### config.mk
export PLATFORM = sky130hd
export DESIGN_NAME = lp_decim_flat
export DESIGN_NICKNAME = d
export VERILOG_FILES = /design/src/rtl/lp_pkg.sv /design/src/rtl/lp_decim_if.sv /design/src/rtl/lp_sfifo.sv /design/src/rtl/lp_decim.sv /design/src/flat_wrapper.sv
export SDC_FILE = /design/constraint.sdc
export NUM_CORES = 1
export LEC_CHECK = 0
export BUFFER_PORTS_ARGS = -buffer_cell sky130_fd_sc_hd__buf_2
export CAP_MARGIN = 10
export CORE_MARGIN = 4
export CORE_UTILIZATION = 50
export CTS_CLUSTER_DIAMETER = 50
export DETAILED_ROUTE_END_ITERATION = 7
export PLACE_DENSITY = 0.77
export SLEW_MARGIN = 5
export SYNTH_ARGS = -nofsm -noshare
export SYNTH_HDL_FRONTEND = slang
export SYNTH_SLANG_ARGS = --single-unit
### constraint.sdc
create_clock -name clk -period 2.1 [get_ports clk]
set_input_delay 0.42 -clock clk [delete_from_list [all_inputs] [get_ports clk]]
set_output_delay 0.42 -clock clk [all_outputs]
set_load 0.1 [all_outputs]
### src/rtl/lp_pkg.sv
// Shared definitions for the low-pass filter chain (lp_fltr / lp_decim).
package lp_pkg;
    localparam int LP_DW     = 8;
    localparam int LP_WARMUP = 3;

    typedef logic signed [LP_DW-1:0] lp_sample_t;
endpackage

### src/rtl/lp_decim_if.sv
// Sample stream into the decimator and valid/ready stream out to the consumer.
interface lp_decim_if
    import lp_pkg::*;
#(
    parameter int DW = LP_DW
);
    logic signed [DW-1:0] din;
    logic                 din_vld;
    logic signed [DW-1:0] dout;
    logic                 dout_vld;
    logic                 dout_rdy;

    modport slave (
        input  din, din_vld, dout_rdy,
        output dout, dout_vld
    );

    modport master (
        output din, din_vld, dout_rdy,
        input  dout, dout_vld
    );
endinterface

### src/rtl/lp_sfifo.sv
// Show-ahead synchronous FIFO; pointers carry one extra wrap bit so full/empty
// are distinguished without a separate counter.
module lp_sfifo #(
    parameter int DW    = 8,
    parameter int DEPTH = 4
) (
    input  logic                        clk,
    input  logic                        rst,
    input  logic                        wr_en,
    input  logic [DW-1:0]               wr_data,
    input  logic                        rd_en,
    output logic [DW-1:0]               rd_data,
    output logic                        full,
    output logic                        empty,
    output logic [$clog2(DEPTH):0]      level
);
    localparam int AW = $clog2(DEPTH);

    logic [AW:0]   wr_ptr;
    logic [AW:0]   rd_ptr;
    logic [DW-1:0] mem [DEPTH];

    assign empty   = (wr_ptr == rd_ptr);
    assign full    = (wr_ptr[AW] != rd_ptr[AW]) && (wr_ptr[AW-1:0] == rd_ptr[AW-1:0]);
    assign level   = wr_ptr - rd_ptr;
    assign rd_data = empty ? '0 : mem[rd_ptr[AW-1:0]];

    always_ff @(posedge clk) begin
        if (rst) begin
            wr_ptr <= '0;
            rd_ptr <= '0;
        end else begin
            if (wr_en) wr_ptr <= wr_ptr + 1'b1;
            if (rd_en) rd_ptr <= rd_ptr + 1'b1;
        end
    end

    // Storage is not reset; the pointers alone define what is valid.
    always_ff @(posedge clk) begin
        if (wr_en) mem[wr_ptr[AW-1:0]] <= wr_data;
    end
endmodule

### src/rtl/lp_decim.sv
// Decimating output stage behind lp_fltr: drops warm-up samples, keeps one of
// every ratio+1, buffers kept samples and flags overflow on consumer stall.
module lp_decim
    import lp_pkg::*;
#(
    parameter int DW     = LP_DW,
    parameter int DEPTH  = 4,
    parameter int WARMUP = LP_WARMUP
) (
    input  logic                   clk,
    input  logic                   rst,
    lp_decim_if.slave              s,
    input  logic [3:0]             ratio,
    input  logic                   clr_ovf,
    output logic                   ovf,
    output logic [$clog2(DEPTH):0] level
);
    localparam int WW = $clog2(WARMUP + 2);

    logic [WW-1:0] warm;
    logic [3:0]    phase;
    logic [3:0]    ratio_q;
    logic          ratio_chg;
    logic          in_warm;
    logic          sel;
    logic          full;
    logic          empty;
    logic          wr_en;
    logic          rd_en;
    logic [DW-1:0] rd_data;

    assign ratio_chg = (ratio != ratio_q);
    assign in_warm   = (warm < WW'(WARMUP));
    // A ratio change restarts the phase, so the sample in that cycle is not kept.
    assign sel       = s.din_vld && !in_warm && !ratio_chg && (phase == 4'd0);

    assign rd_en      = !empty && s.dout_rdy;
    assign wr_en      = sel && (!full || rd_en);
    assign s.dout     = rd_data;
    assign s.dout_vld = !empty;

    always_ff @(posedge clk) begin
        if (rst) begin
            warm    <= '0;
            phase   <= '0;
            ratio_q <= ratio;
            ovf     <= 1'b0;
        end else begin
            if (s.din_vld && in_warm) warm <= warm + 1'b1;

            if (ratio_chg) begin
                ratio_q <= ratio;
                phase   <= '0;
            end else if (s.din_vld && !in_warm) begin
                phase <= (phase == ratio_q) ? 4'd0 : phase + 4'd1;
            end

            if (sel && full && !rd_en) ovf <= 1'b1;
            else if (clr_ovf)          ovf <= 1'b0;
        end
    end

    lp_sfifo #(
        .DW    (DW),
        .DEPTH (DEPTH)
    ) u_fifo (
        .clk     (clk),
        .rst     (rst),
        .wr_en   (wr_en),
        .wr_data (s.din),
        .rd_en   (rd_en),
        .rd_data (rd_data),
        .full    (full),
        .empty   (empty),
        .level   (level)
    );
endmodule

### src/flat_wrapper.sv
// flat-port wrapper written by rule: the top's interface ports become plain ports
module lp_decim_flat import lp_pkg::*;
#(
    parameter int DW     = LP_DW,
    parameter int DEPTH  = 4,
    parameter int WARMUP = LP_WARMUP
)
  (clk, rst, ratio, clr_ovf, ovf, level, s_din, s_din_vld, s_dout_rdy, s_dout, s_dout_vld);
  lp_decim_if #(.DW(DW)) s_i ();
  input  logic clk;
  input  logic rst;
  input  logic [3:0] ratio;
  input  logic clr_ovf;
  output logic ovf;
  output logic [$clog2(DEPTH):0] level;
  input wire logic [$bits(s_i.din)-1:0] s_din;
  input wire logic [$bits(s_i.din_vld)-1:0] s_din_vld;
  input wire logic [$bits(s_i.dout_rdy)-1:0] s_dout_rdy;
  output wire logic [$bits(s_i.dout)-1:0] s_dout;
  output wire logic [$bits(s_i.dout_vld)-1:0] s_dout_vld;
  assign s_i.din = s_din;
  assign s_i.din_vld = s_din_vld;
  assign s_i.dout_rdy = s_dout_rdy;
  assign s_dout = s_i.dout;
  assign s_dout_vld = s_i.dout_vld;
  lp_decim #(.DW(DW), .DEPTH(DEPTH), .WARMUP(WARMUP)) u_core (.clk(clk), .rst(rst), .s(s_i), .ratio(ratio), .clr_ovf(clr_ovf), .ovf(ovf), .level(level));
endmodule
==> impl_metrics.yaml <==
drt:
  drc: 0
  drtIter0Drc: 78
  first_pass_iters: 4
  routedWlPerCell_um: 18.1
  vias_per_cell: 5.61
  vias: 1493
  ant_nets: 0
  routed_wl_mm: 4.82
final_layout:
  post_layout_nonfiller_instances: 266
  final_area_um2: 3070
  num-nets-final: 241
  diodes: 0
  seqCellArea_um2: 1420
  drive_above_1_share_pct: 41.6
  fill_cells: 294
  area_growth_pct: 32.9
  multiInputGateArea_um2: 973
  post-route-util_pct: 69.6
clock_tree:
  path_clk_slew_ns: 0.09
  root_buffer: "clkbuf_8"
  cts.sinks: 52
  htreeDepth: 2
  cts_tree: "yes"
  cts_buffers: 5
  cts_hold_buf: 0
  worstSkewPairLatency_ns: 0.32
  cts_buffer_depth: 2
timing:
  rsz0062_at_grt: "true"
  period_share_pct: 99.1
  clock.fmax_mhz: 481
  period_minus_slack_ns: 2.08
  hold_ws_ns: 0.302
  setup_violations: 0
  slew_viol_final: 0
  worst_slew_pin_slew_ns: 0.487
  finClkSkew_ns: 0.0114
  totalNegativeSetupSlack_ns: 0
  relSlewSlack_pct: 67.8
  worst_slack_ns: 0.0192
  hold_violations: 0
place:
  globalplace.congestion: 0.801
  dp_hpwl_mm: 3.29
  place_area_um2: 2810
  port_buffers: 29
  pre_cts_slack_ns: 0.0596
  place_inst: 251
critical_path:
  slowest_stage: "dfxtp_4"
  endpoint_kind: "output port"
  cp-start-kind: "register"
  worst_ep_required_time_ns: 1.68
  arrival_ns: 1.66
  criticalPathCategory: "reg2out"
  crit_chain: "inv_4, ha_4, nand2_4, nor2_4, buf_8, clkinvlp_4, buf_12"
  crit_fanout: 5
  critPathBufInv: 4
  slowest_delay_ns: 0.38
  path_delay_family: "buffers and inverters"
global_routing:
  grt_max_degree: 18
  grt_usage_pct: 16.9
  grt-ovfl-total: 0
  first_global_vias: 1564
  grt_pass1_wl_mm: 7.69
  antenna_found_initial: 0
synth:
  ys_seq_area_share_pct: 60.7
  syn-instance-count: 167
  synth_cell_types: 32
  synth_area_um2: 2310
  synth.ff_latch_count: 52
  syn_avg_cell_area_um2: 13.8
  syn-num-nets: 195
  yosysWarnings: 0
flow_run:
  maxCapViolCount: 0
power:
  p_total_mw: 1.78
  irDropWorstVdd_uv: 483
  power_density_nw_per_um2: 578
  p_leak_nw: 1.13
run_status:
  status: "completed"
floorplan:
  rows: 24
  ios: 30
  die_area_um2: 5770
  initial_core_util_pct: 52.3
  die_w_um: 76.0
  coreArea_um2: 4410
  die_h_um: 76.0
hold_path:
  holdCritPathClass: "in2reg"
worst reg2reg max path, stage by stage, from the launching register on:
cell and delay (ns):
dfxtp_4 0.38, inv_4 0.05, ha_4 0.28, nand2_4 0.06, buf_4 0.14, nor3_1 0.30, nor3_1 0.16, and2_1 0.22
buf_12 0.15
final timing paths:
path / start / to / slack, ns / depth (start not counted)
max: u_core.u_fifo.wr_ptr[0] / s_dout_vld / 0.02 / 7
min: ratio[1] / u_core.ratio_q[1] / 0.30 / 1
max reg2reg: u_core.u_fifo.wr_ptr[0] / u_core.u_fifo.mem[2][0] / 0.14 / 8
min reg2reg: u_core.ovf / u_core.ovf / 0.48 / 2
power by group:
group | total (mW) | leakage [nW] | switching [mW] | internal (mW)
Combinational | 0.0900 | 0.619 | 0.0517 | 0.0383
Sequential | 1.11 | 0.463 | 0.0107 | 1.10
Clock | 0.576 | 0.0485 | 0.337 | 0.239
Total | 1.78 | 1.13 | 0.399 | 1.38
state kept, by name (all words and copies together) (netlist names), named ones only:
signal and cells:
u_core.ovf 1, u_core.phase 4, u_core.ratio_q 4, u_core.u_fifo.mem 32, u_core.u_fifo.rd_ptr 3, u_core.u_fifo.wr_ptr 3, u_core.warm 3
metal layers:
layer / vias up / part of all wire (%) / GRT usage (%)
met4: 0 / 1.9 / 5.52
met3: 7 / 4.8 / 5.09
met1: 746 / 38 / 19.2
met5: - / 0 / 0
li1: 698 / - / -
met2: 42 / 55 / 30.0
layout make-up:
cell class,count,share of cell area (%)
well taps,52,2.12
clock buffers,5,2.24
multi-input cells,101,31.7
inverters,9,1.30
repair buffers,44,15.8
clock inverters,3,0.733
flip-flops and latches,52,46.1
synth_stat cells:
| cell | instances | area share, % |
|---|---|---|
| a211oi_1 | 1 | 0.33 |
| a21o_1 | 1 | 0.33 |
| a21oi_1 | 5 | 1.1 |
| a31oi_1 | 1 | 0.27 |
| and2_1 | 3 | 0.81 |
| and3_1 | 1 | 0.27 |
| and4_1 | 1 | 0.38 |
| and4_2 | 1 | 0.43 |
| and4_4 | 1 | 0.49 |
| buf_2 | 1 | 0.22 |
| clkbuf_1 | 4 | 0.65 |
| dfxtp_1 | 16 | 14 |
| edfxtp_1 | 36 | 47 |
| fa_1 | 1 | 0.87 |
| ha_1 | 10 | 5.4 |
| inv_1 | 9 | 1.5 |
| mux2_4 | 1 | 0.65 |
| mux2i_1 | 1 | 0.43 |
| mux4_2 | 8 | 7.8 |
| nand2_1 | 6 | 0.98 |
| nand2b_1 | 2 | 0.54 |
| nand3_1 | 3 | 0.65 |
| nand4_1 | 6 | 1.6 |
| nor2_1 | 12 | 2.0 |
| nor2b_1 | 11 | 3.0 |
| nor3_1 | 2 | 0.43 |
| o211ai_1 | 2 | 0.65 |
| o21ai_0 | 2 | 0.43 |
| o31ai_1 | 2 | 0.65 |
| or3_4 | 1 | 0.49 |
| xnor2_1 | 11 | 4.2 |
| xor2_1 | 5 | 1.9 |
cell families (layout without fill, tap and decap cells):
| family | after synthesis | count (layout) | synth area share, % |
|---|---|---|---|
| AO/OA/AOI/OAI | 14 | 14 | 3.74 |
| XOR/XNOR | 16 | 16 | 6.07 |
| adder cells (fa/ha/maj) | 11 | 11 | 6.28 |
| buffers and inverters | 14 | 61 | 2.33 |
| flip-flops | 52 | 52 | 60.7 |
| multiplexers | 10 | 10 | 8.88 |
| AND/OR/NAND/NOR | 50 | 50 | 12.0 |
cells in the final DEF (no fill, tap or decap), drive strengths merged:
| master | instances |
|---|---|
| buf | 44 |
| edfxtp | 36 |
| dfxtp | 16 |
| nor2 | 12 |
| xnor2 | 11 |
| nor2b | 11 |
| ha | 10 |
| inv | 9 |
| mux4 | 8 |
| nand4 | 6 |
| nand2 | 6 |
| a21oi | 5 |
| clkbuf | 5 |
| xor2 | 5 |
| and2 | 3 |
| nand3 | 3 |
| and4 | 3 |
| nor3 | 2 |
| o211ai | 2 |
| nand2b | 2 |
| o21ai | 2 |
| o31ai | 2 |
| clkinv | 2 |
| a21o | 1 |
| or3 | 1 |
| clkinvlp | 1 |
| a211oi | 1 |
| mux2i | 1 |
| mux2 | 1 |
| and3 | 1 |
| a31oi | 1 |
| fa | 1 |
timing repair:
action | CTS | global route
hold endpoints to repair | 0 | 0
cloned | 1 | 0
gates resized for setup | 19 | 14
pin swaps | 3 | 4
buffers inserted | 2 | 4
endpoints found under the setup margin | 11 | 29
(Power assumes the default switching activity.)
